--- config.mk ---
export PLATFORM = sky130hd
export DESIGN_NAME = out_deserializer
export DESIGN_NICKNAME = d
export VERILOG_FILES = /design/src/rtl/out_deser_pkg.sv /design/src/rtl/out_deser_fifo2.sv /design/src/rtl/out_deserializer.sv
export SDC_FILE = /design/constraint.sdc
export NUM_CORES = 1
export LEC_CHECK = 0
export CAP_MARGIN = 20
export CORE_ASPECT_RATIO = 1.25
export CORE_MARGIN = 5
export CORE_UTILIZATION = 41
export CTS_CLUSTER_DIAMETER = 50
export DETAILED_ROUTE_END_ITERATION = 7
export DONT_BUFFER_PORTS = 1
export GPL_TIMING_DRIVEN = 0
export PLACE_DENSITY_LB_ADDON = 0.05
export SKIP_LAST_GASP = 1
export SLEW_MARGIN = 15
export SYNTH_ARGS = -nofsm -noshare
export SYNTH_HDL_FRONTEND = slang
export SYNTH_SLANG_ARGS = --single-unit
--- constraint.sdc ---
create_clock -name clk1 -period 3.4 [get_ports clk1]
set_input_delay 1.02 -clock clk1 [delete_from_list [all_inputs] [get_ports clk1]]
set_output_delay 1.02 -clock clk1 [all_outputs]
set_load 0.1 [all_outputs]
--- src/rtl/out_deser_pkg.sv ---
// Shared types and constants for the out_deserializer capture stage.
package out_deser_pkg;

   typedef enum logic {
      HUNT = 1'b0,
      LOCK = 1'b1
   } state_t;

   localparam int unsigned DEF_WIDTH = 8;
   localparam logic [31:0] DEF_SYNC  = 32'h0000_00A5;

   // Bit counter must reach WIDTH (parity slot) without wrapping.
   function automatic int unsigned cnt_width(input int unsigned w);
      return $clog2(w + 2);
   endfunction

endpackage

--- src/rtl/out_deser_fifo2.sv ---
// Two-entry in-order valid/ready word buffer with registered valid/full flags.
module out_deser_fifo2 #(
   parameter int unsigned WIDTH = 8
) (
   input  logic             clk1,
   input  logic             rst_n,
   input  logic             push,
   input  logic [WIDTH-1:0] push_data,
   output logic             full,
   input  logic             pop,
   output logic             valid,
   output logic [WIDTH-1:0] data
);

   logic [1:0]       count;
   logic [1:0]       count_nxt;
   logic [WIDTH-1:0] tail;
   logic             pop_c;
   logic             push_ok_c;

   assign pop_c     = valid && pop;
   assign push_ok_c = push && (!full || pop_c);

   always_comb begin
      count_nxt = count;
      count_nxt = count + 2'(push_ok_c) - 2'(pop_c);
   end

   always_ff @(posedge clk1 or negedge rst_n) begin
      if (!rst_n) begin
         count <= 2'd0;
         valid <= 1'b0;
         full  <= 1'b0;
         data  <= '0;
         tail  <= '0;
      end else begin
         count <= count_nxt;
         valid <= (count_nxt != 2'd0);
         full  <= (count_nxt == 2'd2);
         if (pop_c && push_ok_c) begin
            if (count == 2'd1) begin
               data <= push_data;
            end else begin
               data <= tail;
               tail <= push_data;
            end
         end else if (pop_c) begin
            data <= tail;
         end else if (push_ok_c) begin
            if (count == 2'd0) data <= push_data;
            else               tail <= push_data;
         end
      end
   end

endmodule

--- src/rtl/out_deserializer.sv ---
// Sync-hunting serial-to-word capture stage feeding a 2-entry valid/ready buffer.
// Optional even-parity frame bit is enabled by defining OUT_DESER_PARITY_EN.
module out_deserializer
   import out_deser_pkg::*;
#(
   parameter int unsigned      WIDTH        = DEF_WIDTH,
   parameter logic [WIDTH-1:0] SYNC_PATTERN = WIDTH'(DEF_SYNC)
) (
   input  logic             clk1,
   input  logic             rst_n,
   input  logic             bit_in,
   input  logic             bit_en,
   input  logic             resync,
   output logic [WIDTH-1:0] word_data,
   output logic             word_valid,
   input  logic             word_ready,
   output logic             sync_lock,
   output logic             overflow
`ifdef OUT_DESER_PARITY_EN
   ,
   output logic             parity_err
`endif
);

   localparam int unsigned CW = cnt_width(WIDTH);
`ifdef OUT_DESER_PARITY_EN
   localparam int unsigned LAST = WIDTH;
`else
   localparam int unsigned LAST = WIDTH - 1;
`endif

   state_t           state;
   logic [WIDTH-1:0] shreg;
   logic [CW-1:0]    cnt;
   logic [WIDTH-1:0] shifted_c;
   logic [WIDTH-1:0] word_c;
   logic             last_bit_c;
   logic             par_ok_c;
   logic             push_c;
   logic             full;
   logic             pop_c;

   // One register serves as sync history in HUNT and word assembler in LOCK.
   assign shifted_c  = {shreg[WIDTH-2:0], bit_in};
   assign last_bit_c = bit_en && (state == LOCK) && (cnt == CW'(LAST));
`ifdef OUT_DESER_PARITY_EN
   assign word_c     = shreg;
   assign par_ok_c   = ((^shreg) == bit_in);
`else
   assign word_c     = shifted_c;
   assign par_ok_c   = 1'b1;
`endif
   assign push_c     = last_bit_c && par_ok_c && !resync;
   assign pop_c      = word_valid && word_ready;

   always_ff @(posedge clk1 or negedge rst_n) begin
      if (!rst_n) begin
         state     <= HUNT;
         sync_lock <= 1'b0;
         shreg     <= '0;
         cnt       <= '0;
         overflow  <= 1'b0;
`ifdef OUT_DESER_PARITY_EN
         parity_err <= 1'b0;
`endif
      end else begin
         overflow <= push_c && full && !pop_c;
`ifdef OUT_DESER_PARITY_EN
         parity_err <= last_bit_c && !par_ok_c && !resync;
`endif
         if (resync) begin
            state     <= HUNT;
            sync_lock <= 1'b0;
            shreg     <= '0;
            cnt       <= '0;
         end else if (bit_en) begin
            case (state)
               HUNT: begin
                  shreg <= shifted_c;
                  if (shifted_c == SYNC_PATTERN) begin
                     state     <= LOCK;
                     sync_lock <= 1'b1;
                     cnt       <= '0;
                  end
               end
               LOCK: begin
                  shreg <= shifted_c;
                  if (last_bit_c) begin
                     cnt <= '0;
`ifdef OUT_DESER_PARITY_EN
                     if (!par_ok_c) begin
                        state     <= HUNT;
                        sync_lock <= 1'b0;
                        shreg     <= '0;
                     end
`endif
                  end else begin
                     cnt <= cnt + CW'(1);
                  end
               end
               default: state <= HUNT;
            endcase
         end
      end
   end

   out_deser_fifo2 #(
      .WIDTH (WIDTH)
   ) u_fifo (
      .clk1      (clk1),
      .rst_n     (rst_n),
      .push      (push_c),
      .push_data (word_c),
      .full      (full),
      .pop       (word_ready),
      .valid     (word_valid),
      .data      (word_data)
   );

endmodule
=== After elaboration in Yosys (flattened, before gate mapping) ===
Cells that the tools add are included.

* Register bits: 34
* Output and inout bits: 11
* Word-level logic and storage cells: 71

* Add/subtract/negate cells: 3
* Equality and inequality tests: 9
* Mux-type cells: 25
* Bitwise operators: 1
* Reduce and logical (&&, ||, !) cells: 23

{| class="wikitable"
|+ Operators by type and width
! cell !! count
|-
| $mux W8 || 10
|-
| $mux W4 || 4
|-
| $mux W7 || 2
|-
| $eq A8 B8 Y1 const B || 1
|-
| $logic_and A1 B1 Y1 || 8
|-
| $mux W1 || 8
|-
| $pmux W4 S2 || 1
|-
| $reduce_bool A2 Y1 || 4
|-
| $reduce_bool A3 Y1 || 2
|-
| $add A4 B1 Y4 const B || 1
|-
| $eq A4 B3 Y1 const B || 1
|-
| $ne A2 B1 Y1 const B || 2
|-
| $ne A2 B2 Y1 const B || 2
|-
| $reduce_and A2 Y1 || 2
|-
| $reduce_and A4 Y1 || 1
|-
| $logic_not A1 Y1 || 3
|-
| $ne A3 B3 Y1 const B || 1
|-
| $reduce_and A3 Y1 || 1
|-
| $add A2 B1 Y2 || 1
|-
| $eq A2 B1 Y1 const B || 1
|-
| $eq A2 B2 Y1 const B || 1
|-
| $logic_not A2 Y1 || 1
|-
| $sub A2 B1 Y2 || 1
|-
| $logic_or A1 B1 Y1 || 1
|-
| $not A1 Y1 || 1
|}

=== Depth between registers and ports, before layout ===
* Depth after elaboration: 7
* Depth in mapped cells: 5
* Mapped depth without buffers: 5

=== By module ===
A second synthesis with hierarchy kept.

* Cell total of the unflattened synthesis: 175
* Area total of the unflattened synthesis: 1795.5 µm²

{| class="wikitable"
|+ Modules (own cells, without submodules)
! module !! times used !! cells an instance !! area each (µm²) !! sequential area each (µm²)
|-
| out_deser_fifo2 || 1 || 107 || 1071.0 || 500.5
|-
| out_deserializer || 1 || 68 || 724.4 || 350.3
|}

=== Least setup slack after synthesis ===
No wires, ideal clock.

* Path type: reg-to-reg
* From: reg u_fifo.valid
* To: reg u_fifo.tail[5]
* Arrival: 2.250 ns
* Data required time: 3.275 ns
* Slack: 1.025 ns
* Cell stages (with the launch flop): 5
* Buffers on the path: 0
* Period minus slack after synthesis: 2.375 ns
* Path through: dfrtp_1 nand2_1 a211o_1 a21oi_4 mux2_2

* Word-level cells in the longest chain between the ends: 6
* Elaborated cells between the ends (all ways): 10

{| class="wikitable"
|+ RTL lines
! element !! line !! source
|-
| start: declaration || out_deser_fifo2.sv:11 || <nowiki>output logic valid,</nowiki>
|-
| start signal: assignment || out_deser_fifo2.sv:38 || <nowiki>valid <= (count_nxt != 2'd0);</nowiki>
|-
| $logic_and A1 B1 Y1 (*) || out_deser_fifo2.sv:21 || <nowiki>assign pop_c = valid && pop;</nowiki>
|-
| $logic_or A1 B1 Y1 || out_deser_fifo2.sv:22 || <nowiki>assign push_ok_c = push && (!full || pop_c);</nowiki>
|-
| $logic_and A1 B1 Y1 || out_deser_fifo2.sv:22 ||
|-
| $logic_and A1 B1 Y1 || out_deser_fifo2.sv:40 || <nowiki>if (pop_c && push_ok_c) begin</nowiki>
|-
| $ne A2 B2 Y1 (no line), or another cell as far along || n/a ||
|-
| $reduce_and A4 Y1 (no line) || n/a ||
|-
| end signal: assignment || out_deser_fifo2.sv:45 || <nowiki>tail <= push_data;</nowiki>
|-
| end signal: assignment || out_deser_fifo2.sv:51 || <nowiki>else tail <= push_data;</nowiki>
|-
| end: declaration || out_deser_fifo2.sv:17 || <nowiki>logic [WIDTH-1:0] tail;</nowiki>
|}

Mark *: on every way between the ends. The rest lies on a longest branch, timed or not.
A chain may end at the register's enable or synchronous reset.

=== Worst setup path in the final report ===
Same ends and word-level chain as after synthesis.

==> flow_summary_export.csv <==
group,metric,value,unit
yosys,syn_inst,141,
yosys,ys_types,31,
timing,worst_pin_slew,0.905,ns
clock_tree,cts_hold_buf,0,
drt,drt_drc_violations_left,0,
power_and_ir_drop,power.density,608,nW/um^2
timing,layout_min_cycle_time,2.58,ns
power_and_ir_drop,switching_power,0.372,mW
floorplan,die_area,5190,um^2
global_routing,grt_overflow,0,
drt,viasPerCell,5.53,
floorplan,start_util,0.420,
worst_setup_path,reg2reg_from,"u_fifo.valid",
clock_tree,cts_buffer_depth,2,
global_routing,grtUsageTotal,0.136,
drt,first_iter_violations,76,
clock_tree,path_clk_slew,0.07,ns
timing,setup-violations-final,0,
drt,dr_wl_met3,181,um
yosys,synth.largest_area_cell,"dfrtp_1",
drt,firstDrtPassIters,4,
clock_tree,cts_setup_buffers,0,
floorplan,fp.dieW,65.5,um
yosys,ys.warnings.count,0,
floorplan,row_count,25,
run,max-cap-violations,0,
yosys,synth_ff_type,"dfrtp_1",
clock_tree,cts_sinks,34,
worst_setup_path,required,3.57,ns
floorplan,fp.dieH,79.3,um
worst_setup_path,critPathMaxFanout,8,
global_routing,grt_max_degree,35,
clock_tree,clkLatencyLatePin,0.28,ns
drt,drtAntennaViolNets,0,
layout,finalNetCount,156,
floorplan,pin_count,17,
yosys,synth.top_cells.by_area,"dfrtp_1 (54%), mux2i_1 (10%), inv_1 (7.4%), a222oi_1 (3.8%), nor2_1 (2.6%)",
layout,num-fill-cells,378,
timing,final.period_utilization,0.759,
worst_setup_path,arrival,2.75,ns
layout,ff_latch_area,851,um^2
power_and_ir_drop,switching_share,0.356,
worst_setup_path,setup.worst_path.class,"reg2reg",
timing,hold_violations,0,
clock_tree,cts-buffers-inserted,5,
yosys,netlist.area_leader.share,0.540,
clock_tree,ctsHtreeMaxLevel,2,
power_and_ir_drop,p_clk_frac,0.293,
timing,final.setup_skew,0.00338,ns
yosys,syn_area,1580,um^2
power_and_ir_drop,p_int,0.673,mW
timing,tns,0,ns
timing,slew_headroom,0.397,
worst_setup_path,r2r_cells,4,
worst_hold_path,hp-class,"in2async",
timing,drv_slew,0,
layout,diodes,0,
yosys,seq_area_frac_synth,0.540,
yosys,syn-mean-instance-area,11.2,um^2
yosys,ys_top_cells_by_count,"dfrtp_1 (34), inv_1 (31), mux2i_1 (16)",
power_and_ir_drop,p_comb_frac,0.157,
power_and_ir_drop,p_seq_frac,0.550,
drt,top_layer,"met4",
global_routing,antenna_found_initial,0,
layout,multiInputGateArea,602,um^2
layout,drive_gt1_frac,0.0940,
worst_setup_path,crit_path_start_kind,"register",
clock_tree,cts.root.buffer_cell,"clkbuf_8",
timing,fmax,388,MHz
placed_design,gp_congestion,0.769,
timing,whs,0.425,ns
yosys,synth-seq-cells,34,
drt,wl_met1,1.35,mm
timing,rsz0062_at_grt,"false",
placed_design,io_buffers,0,
drt,wl,3.12,mm
power_and_ir_drop,p_leak,0.830,nW
global_routing,grt_pass1_vias,1110,
worst_setup_path,r2r-end,"u_fifo.tail[5]",
clock_tree,cts_resized,0,
global_routing,grt_pass1_wl,5.28,mm
yosys,synth_edf_count,0,
power_and_ir_drop,peakVddDrop,0.281,mV
clock_tree,cts_tree,"done",
worst_setup_path,rrSetupSlack,0.82,ns
outcome,status,"finished clean",
yosys,syn_nets,149,
placed_design,dp_hpwl,2.14,mm
drt,via_count,1046,
yosys,ys_async_sr_fraction,1.00,
yosys,synth_most_common_cell,"dfrtp_1",
drt,wire_per_inst,16.5,um
layout,area_growth,8.97,%
worst_setup_path,cp-end-kind,"register",
drt,wl_met2,1.53,mm
floorplan,fp.coreArea,3750,um^2
==> stage by stage <==
step | instance area, um^2 | power [mW] | instances | setup slack, ns | utilization
after floorplan | 1580 | 0.717 | 141 | 1.02 | -
after global placement | 1630 | 0.747 | 181 | 0.849 | 0.433
after detailed placement | 1630 | 0.749 | 181 | 0.819 | 0.433
after CTS | 1720 | 1.06 | 189 | 0.810 | 0.458
after global routing | 1720 | 1.10 | 189 | 0.714 | 0.458
final | 1720 | 1.04 | 189 | 0.820 | 0.458
==> worst max-delay path, cell delays in order (launching register included) <==
cell	delay, ns
dfrtp_1	0.93
nand2_1	0.37
a211o_1	0.43
a21oi_4	0.35
mux2_2	0.38
==> how the worst max path moves through the flow <==
stage	startpoint	endpoint	depth (start not counted)	slack, ns
after global placement	u_fifo.valid	u_fifo.tail[5]	4	0.85
after detailed placement	u_fifo.valid	u_fifo.tail[5]	4	0.82
after floorplan	u_fifo.valid	u_fifo.tail[5]	4	1.02
after CTS	u_fifo.valid	u_fifo.tail[6]	4	0.81
final	u_fifo.valid	u_fifo.tail[5]	4	0.82
after global routing	u_fifo.valid	u_fifo.tail[5]	4	0.71
==> cell type report <==
type                    instances  share of cell area
clock inverters                 1             0.00291
multi-input cells              74               0.350
flip-flops and latches         34               0.495
plain buffers                   2             0.00437
inverters                      31              0.0677
well taps                      40              0.0291
clock buffers                   7              0.0503
==> per-layer routing <==
metal,global-route usage,up-vias
met5,0,-
met4,0.0747,0
met3,0.0438,7
met2,0.223,21
met1,0.156,523
li1,-,495
==> cells by family (layout without fill, tap and decap cells) <==
kind of cell / count (synthesis) / in the layout / synth area share
AND/OR/NAND/NOR: 30 / 30 / 0.106
multiplexers: 19 / 19 / 0.123
AO/OA/AOI/OAI: 20 / 20 / 0.121
buffers and inverters: 33 / 41 / 0.0786
XOR/XNOR: 3 / 3 / 0.0167
flip-flops: 34 / 34 / 0.540
adder cells (fa/ha/maj): 2 / 2 / 0.0159
==> flip-flops by register name (all words and copies together) (netlist names) <==
name / count
u_fifo.data: 8
u_fifo.tail: 8
shreg: 7
cnt: 4
u_fifo.count: 2
overflow: 1
state: 1
sync_lock: 1
u_fifo.full: 1
u_fifo.valid: 1
==> cells in the final DEF (no fill, tap or decap), types with 2 or more instances in the layout <==
master    count
o32ai_1       3
inv_1        31
nor3_1        3
o21a_1        2
a21oi_1       2
dfrtp_1      34
mux2i_1      16
nand2_1       5
nor2_1       11
mux2_2        3
xnor2_1       3
a222oi_1      6
nand3_1       2
clkbuf_8      6
a221oi_1      2
clkbuf_1      2
ha_1          2
==> power by group through the flow <==
stage | Sequential (mW) | Combinational, mW | Clock [mW]
CTS | 0.576 | 0.166 | 0.321
detailed placement | 0.584 | 0.165 | 0
global placement | 0.584 | 0.163 | 0
global route | 0.581 | 0.184 | 0.338
finish | 0.574 | 0.164 | 0.306
floorplan | 0.575 | 0.142 | 0
No activity file was read; power rests on OpenSTA's default activity.
